## config.mk

```make
export PLATFORM = sky130hd
export DESIGN_NAME = div_unit
export DESIGN_NICKNAME = d
export VERILOG_FILES = /design/src/rtl/div_unit.sv
export SDC_FILE = /design/constraint.sdc
export NUM_CORES = 1
export LEC_CHECK = 0
export BUFFER_PORTS_ARGS = -buffer_cell sky130_fd_sc_hd__buf_2
export CAP_MARGIN = 10
export CORE_ASPECT_RATIO = 2
export CORE_MARGIN = 8
export CORE_UTILIZATION = 25
export DETAILED_ROUTE_END_ITERATION = 8
export GPL_TIMING_DRIVEN = 0
export SETUP_SLACK_MARGIN = 0.2
export SLEW_MARGIN = 40
export SYNTH_ARGS = -nofsm -noshare
export SYNTH_HDL_FRONTEND = slang
export SYNTH_SLANG_ARGS = --single-unit
export TNS_END_PERCENT = 10
```

## constraint.sdc

```tcl
create_clock -name clk -period 5.45 [get_ports clk]
set_input_delay 0.8175 -clock clk [delete_from_list [all_inputs] [get_ports clk]]
set_output_delay 0.8175 -clock clk [all_outputs]
set_load 0.01 [all_outputs]
```

## src/rtl/div_unit.sv

```systemverilog
// Multi-cycle radix-2 restoring divider for the EX stage; holds the pipeline via stallreq_for_ex.
// Define DIV_SIGNED_EN to honour div_signed (DIV); otherwise every divide is unsigned (DIVU).
module div_unit #(
    parameter int WIDTH = 32
) (
    input  logic             clk,
    input  logic             resetn,
    input  logic             div_start,
    input  logic             div_signed,
    input  logic [WIDTH-1:0] dividend,
    input  logic [WIDTH-1:0] divisor,
    input  logic             div_annul,
    output logic             stallreq_for_ex,
    output logic             div_ready,
    output logic [WIDTH-1:0] quotient,
    output logic [WIDTH-1:0] remainder,
    output logic             busy
);

    localparam int CW = $clog2(WIDTH);

    typedef enum logic [1:0] {IDLE, DIVZERO, BUSY, DONE} state_t;

    state_t           state;
    logic [CW-1:0]    cnt;
    logic [WIDTH-1:0] rem_r;
    logic [WIDTH-1:0] quo_r;
    logic [WIDTH-1:0] dvs_r;
    logic [WIDTH-1:0] dvd_raw;

    logic [WIDTH:0]   shifted;
    logic [WIDTH:0]   diff;
    logic [WIDTH-1:0] rem_nx;
    logic [WIDTH-1:0] quo_nx;
    logic [WIDTH-1:0] q_fin;
    logic [WIDTH-1:0] r_fin;
    logic [WIDTH-1:0] dvd_mag;
    logic [WIDTH-1:0] dvs_mag;

    // One restoring step; the extra top bit keeps divisors above 2^(WIDTH-1) exact.
    always_comb begin
        shifted = {rem_r, quo_r[WIDTH-1]};
        diff    = shifted - {1'b0, dvs_r};
        if (diff[WIDTH]) begin
            rem_nx = shifted[WIDTH-1:0];
            quo_nx = {quo_r[WIDTH-2:0], 1'b0};
        end else begin
            rem_nx = diff[WIDTH-1:0];
            quo_nx = {quo_r[WIDTH-2:0], 1'b1};
        end
    end

`ifdef DIV_SIGNED_EN
    logic neg_q;
    logic neg_r;
    logic neg_dvd;
    logic neg_dvs;

    assign neg_dvd = div_signed & dividend[WIDTH-1];
    assign neg_dvs = div_signed & divisor[WIDTH-1];
    assign dvd_mag = neg_dvd ? -dividend : dividend;
    assign dvs_mag = neg_dvs ? -divisor : divisor;
    assign q_fin   = neg_q ? -quo_nx : quo_nx;
    assign r_fin   = neg_r ? -rem_nx : rem_nx;

    always_ff @(posedge clk or negedge resetn) begin
        if (!resetn) begin
            neg_q <= 1'b0;
            neg_r <= 1'b0;
        end else if (!div_annul && state == IDLE && div_start) begin
            neg_q <= neg_dvd ^ neg_dvs;
            neg_r <= neg_dvd;
        end
    end
`else
    logic unused_div_signed;

    assign unused_div_signed = div_signed;
    assign dvd_mag = dividend;
    assign dvs_mag = divisor;
    assign q_fin   = quo_nx;
    assign r_fin   = rem_nx;
`endif

    assign stallreq_for_ex = resetn & div_start & ~div_ready & ~div_annul;

    always_ff @(posedge clk or negedge resetn) begin
        if (!resetn) begin
            state     <= IDLE;
            cnt       <= '0;
            rem_r     <= '0;
            quo_r     <= '0;
            dvs_r     <= '0;
            dvd_raw   <= '0;
            quotient  <= '0;
            remainder <= '0;
            div_ready <= 1'b0;
            busy      <= 1'b0;
        end else if (div_annul) begin
            state     <= IDLE;
            div_ready <= 1'b0;
            busy      <= 1'b0;
        end else begin
            case (state)
                IDLE: begin
                    if (div_start) begin
                        dvd_raw <= dividend;
                        dvs_r   <= dvs_mag;
                        quo_r   <= dvd_mag;
                        rem_r   <= '0;
                        cnt     <= '0;
                        busy    <= 1'b1;
                        state   <= (divisor == '0) ? DIVZERO : BUSY;
                    end
                end
                DIVZERO: begin
                    quotient  <= '1;
                    remainder <= dvd_raw;
                    div_ready <= 1'b1;
                    state     <= DONE;
                end
                BUSY: begin
                    rem_r <= rem_nx;
                    quo_r <= quo_nx;
                    cnt   <= cnt + 1'b1;
                    if (cnt == CW'(WIDTH - 1)) begin
                        quotient  <= q_fin;
                        remainder <= r_fin;
                        div_ready <= 1'b1;
                        state     <= DONE;
                    end
                end
                DONE: begin
                    div_ready <= 1'b0;
                    busy      <= 1'b0;
                    state     <= IDLE;
                end
                default: begin
                    div_ready <= 1'b0;
                    busy      <= 1'b0;
                    state     <= IDLE;
                end
            endcase
        end
    end

endmodule

```

* Word level (Yosys, flattened, before mapping)
Index checks and enable logic that the tools add are counted.
Storage, ports and cells: register bits after elaboration 201, memories 0, ROM bits 0, latch bits 0, input bits 69, bits in writable memories 0
Cells by class: reductions and logical operators 12, equal/unequal tests 8, bitwise logic cells 5, $lt $le $gt $ge 0, multiply operators 0, divide/modulo/power cells 0, shift-type cells 0, muxes and demuxes 23, add/subtract/negate cells 2
Operators with widths (number):
- $pmux 32 s2 | 4
- $mux 32 | 5
- $sub 33x32->33 | 1
- $logic_not 32->1 | 1
- $pmux 5 s2 | 1
- $reduce_and 3->1 | 3
- $mux 2 | 4
- $pmux 2 s4 | 1
- $ne 3x3->1 const B | 2
- $reduce_and 2->1 | 3
- $add 5x1->5 const B | 1
- $eq 5x5->1 const B | 1
- $mux 1 | 5
- $mux 5 | 1
- $eq 2x2->1 const B | 2
- $ne 2x2->1 const B | 2
- $reduce_bool 2->1 | 2
- $reduce_bool 4->1 | 1
- $and 1x1->1 | 3
- $pmux 1 s3 | 1
- $reduce_bool 3->1 | 1
- $eq 2x1->1 const B | 1
- $logic_not 2->1 | 1
- $not 1->1 | 2
- $pmux 1 s2 | 1

* Logic depth before layout (Yosys ltp)
word-level depth 5, depth in mapped cells 13

* Least setup slack after synthesis
OpenSTA, ideal clock, no wires.
path kind flip-flop to flip-flop, from register quo_r[31], to register remainder[11], data arrival time 2.502 ns, library setup time 0.132 ns, period minus slack after synthesis 2.634 ns, slack 2.816 ns, cell stages (with the launch flop) 13, path through dfrtp_1 -> inv_1 -> ha_1 -> fa_1 -> nand2b_1 -> a21oi_2 -> o21ai_2 -> a21oi_2 -> o21ai_4 -> xnor2_4 -> buf_6 -> mux2i_1 -> o21ai_1
On the way: cells in the longest elaborated chain, start to end 4
Ends and longest elaborated chain:
- start: declaration | RTL line 27 | logic [WIDTH-1:0] quo_r;
- start signal: assignment | RTL line 109 | quo_r <= dvd_mag;
- start signal: assignment | RTL line 124 | quo_r <= quo_nx;
- $sub 33x32->33 | RTL line 43 | diff = shifted - {1'b0, dvs_r};
- $mux 32 | RTL line 44 | if (diff[WIDTH]) begin
- $mux 32 | RTL line 126 | if (cnt == CW'(WIDTH - 1)) begin
- $pmux 32 s2 | RTL line 104 | case (state)
- end signal: assignment | RTL line 118 | remainder <= dvd_raw;
- end signal: assignment | RTL line 128 | remainder <= r_fin;
- end: declaration | RTL line 16 | output logic [WIDTH-1:0] remainder,
Every way passes these cells. The select of a mux whose other input is x is not followed. A chain may end at the register's enable or synchronous reset.

* Worst setup path in the final report
from register quo_r[31], to register remainder[9]
Same word-level chain as after synthesis.

==> results.ini <==
[setup_path]
start_kind = register
crit_fanout = 10
cp.arrival_ps = 3780
setup.worst_path.class = register to register
r2r_end = remainder[9]
endpoint_kind = register
crit_required_ps = 5840
ff2ff_path_depth = 12
reg2reg_slack_ps = 2060
worstReg2RegStart = quo_r[31]

[route]
drc_errors = 0
final_antenna_net_count = 0
met2_wirelength_um = 16400
dr.pass1.iters = 5
top_layer_used = met5
vias = 9170
drt-total-wl_um = 35800
vias_per_cell = 5.01
met3_wirelength_um = 2510
dr.first_iter.drc_count = 656
drt-met1-wl_um = 16000
wl_per_cell_um = 19.6

[placement]
dp.cells = 1788
numPortBuffers = 133
dp_hpwl_um = 28000
place_congestion = 0.881

[clocking]
clkTransAtPathRegs_ps = 60
hold_buffers = 0
cts-root-buf = clkbuf_16
clk_latency_ps = 530
h-tree-depth = 1
cts_resized = 0
cts_tree = done
cts.path.max_buffers = 3
post_cts_buffers = 0
cts.sinks = 201
numCtsBuffers = 23

[synth]
synth_fp_nets = 1211
yosys.cell_types.count = 66
ys.flop_type = dfrtp_1
synth_edf_count = 0
synth_area_leader_cell = dfrtp_1
synthesis.area_mm2 = 0.0109
syn_inst = 1103
synth_top_cell_area_share = 0.463
ys_seq_elements = 201
avgSynthCellArea_um2 = 9.85
yosysWarnings = 0
yosysSeqAreaShare = 0.463
netlist_top_cells_area = dfrtp_1, mux2_2, nand2_1
async_flop_share = 1.00

[layout]
fin_cells = 1830
fin_util = 0.303
drive_gt1_frac = 0.213
diodes = 0
nFillCells = 4489
mostFrequentLayoutCells = dfrtp_1, buf_2, nand2_1
syn_to_final_growth_pct = 20.2
layout_commonest_cell = dfrtp_1
fin_nets = 1371

[sta]
tightest_slew_ps = 857
whs_ps = 234
timing.fmax_mhz = 295
period_needed_ps = 3390
setup_viol = 0
period_share = 0.622
finClkSkew_ps = 17.8
hold_viol = 0
relSlewSlack = 0.429
final_max_slew_viol_count = 0
rsz0062_at_grt = no

[power_and_ir_drop]
power.total_uw = 7620
peakVddDrop_v = 0.000361
p_per_area_mw_per_mm2 = 584
p_leak_uw = 0.00563

[die]
core_mm2 = 0.0431
initial_utilization = 0.252
rows = 108
fp.dieH_um = 311
dieArea_mm2 = 0.0508
pin_count = 136
dieWidth_um = 163

[job]
maxCapViolations = 0

[grt]
grt_max_degree = 73
grt_pass1_vias = 9116
track_usage = 0.138
grt_remaining_overflow = 0
grt_pass1_wl_um = 54700
antenna_found_initial = 1

[hold_path]
hold_class = primary input to asynchronous set/reset pin

[outcome]
outcome = complete, no violations

==> worst max path at each step <==
| stage | from | endpoint | slack (ps) | depth (start not counted) |
|---|---|---|---|---|
| after floorplan | quo_r[31] | remainder[11] | 2820 | 12 |
| after global placement | resetn | stallreq_for_ex | -370 | 3 |
| after detailed placement | quo_r[31] | rem_r[11] | 2070 | 12 |
| after CTS | quo_r[31] | rem_r[11] | 2050 | 12 |
| after global routing | quo_r[31] | rem_r[9] | 1840 | 12 |
| final | quo_r[31] | remainder[9] | 2060 | 12 |
==> registers in the layout, indices dropped and copies added (netlist names) <==
| name | cells |
|---|---|
| rem_r | 32 |
| cnt | 5 |
| dvs_r | 32 |
| div_ready | 1 |
| remainder | 32 |
| state | 2 |
| dvd_raw | 32 |
| quotient | 32 |
| quo_r | 32 |
| busy | 1 |
==> final cells by class <==
cell class	count	area (um^2)	area share
clock inverters	10	121	0.00930
plain buffers	68	314	0.0241
inverters	42	158	0.0121
repair buffers	135	731	0.0560
flip-flops and latches	201	5030	0.385
well taps	550	688	0.0527
clock buffers	32	649	0.0497
multi-input cells	792	5360	0.411
==> routing by layer <==
layer | vias up | track usage
li1 | 4310 | -
met3 | 55 | 0.0279
met5 | - | 0
met1 | 4495 | 0.186
met2 | 308 | 0.217
met4 | 2 | 0.0381
==> cells in the mapped netlist, types with 4 or more instances <==
| master | number |
|---|---|
| o41ai_1 | 8 |
| buf_6 | 4 |
| xor2_1 | 15 |
| mux2i_1 | 47 |
| a31oi_1 | 29 |
| nor2_1 | 50 |
| buf_1 | 5 |
| nor4_1 | 8 |
| a21oi_1 | 61 |
| nand3_1 | 16 |
| buf_2 | 7 |
| dfrtp_1 | 201 |
| o31ai_1 | 10 |
| o21ai_0 | 87 |
| a21oi_2 | 7 |
| xnor2_1 | 13 |
| nor2b_1 | 5 |
| buf_4 | 5 |
| mux2_2 | 64 |
| o311ai_0 | 8 |
| a211oi_1 | 5 |
| nand2b_1 | 9 |
| a21o_1 | 6 |
| o211ai_1 | 8 |
| clkbuf_1 | 46 |
| nand2_1 | 137 |
| o21bai_1 | 5 |
| ha_1 | 38 |
| nor3b_1 | 8 |
| o21ai_1 | 23 |
| or3_1 | 13 |
| o22a_1 | 31 |
| nand4_1 | 16 |
| nor3_1 | 17 |
| and3_1 | 12 |
| inv_1 | 42 |
==> worst max-delay path: stages, from the launching register on <==
cell and delay [ps]:
dfrtp_1 410, inv_1 90, ha_1 230, fa_1 400, nand2b_1 200, a21oi_2 220
o21ai_2 150, a21oi_2 260, o21ai_4 160, xnor2_4 360, buf_6 230, mux2i_1 450
o21ai_1 100
==> cells by family (layout without fill, tap and decap cells) <==
| group | after synthesis | after routing | synth area share |
|---|---|---|---|
| and+or+nand+nor | 302 | 302 | 0.130 |
| AOI/OAI and AO/OA | 310 | 310 | 0.182 |
| adders and majority gates | 39 | 39 | 0.0456 |
| buffers and inverters | 110 | 287 | 0.0434 |
| DFF | 201 | 201 | 0.463 |
| muxes | 111 | 111 | 0.110 |
| xor gates and xnor gates | 30 | 30 | 0.0266 |
==> stage by stage <==
stage	TNS [ps]	area [um^2]	setup WS (ps)
2_1_floorplan	0	10900	2820
3_3_place_gp	-822	12200	-372
3_5_place_dp	0	12300	2070
4_1_cts	0	13100	2050
5_1_grt	0	13100	1840
6_report	0	13100	2060
==> report_power, final <==
part | total, uW | switching (uW) | internal (uW)
Clock | 1590 | 656 | 934
Sequential | 2620 | 480 | 2140
Combinational | 3410 | 2030 | 1380
(Power assumes the default switching activity.)
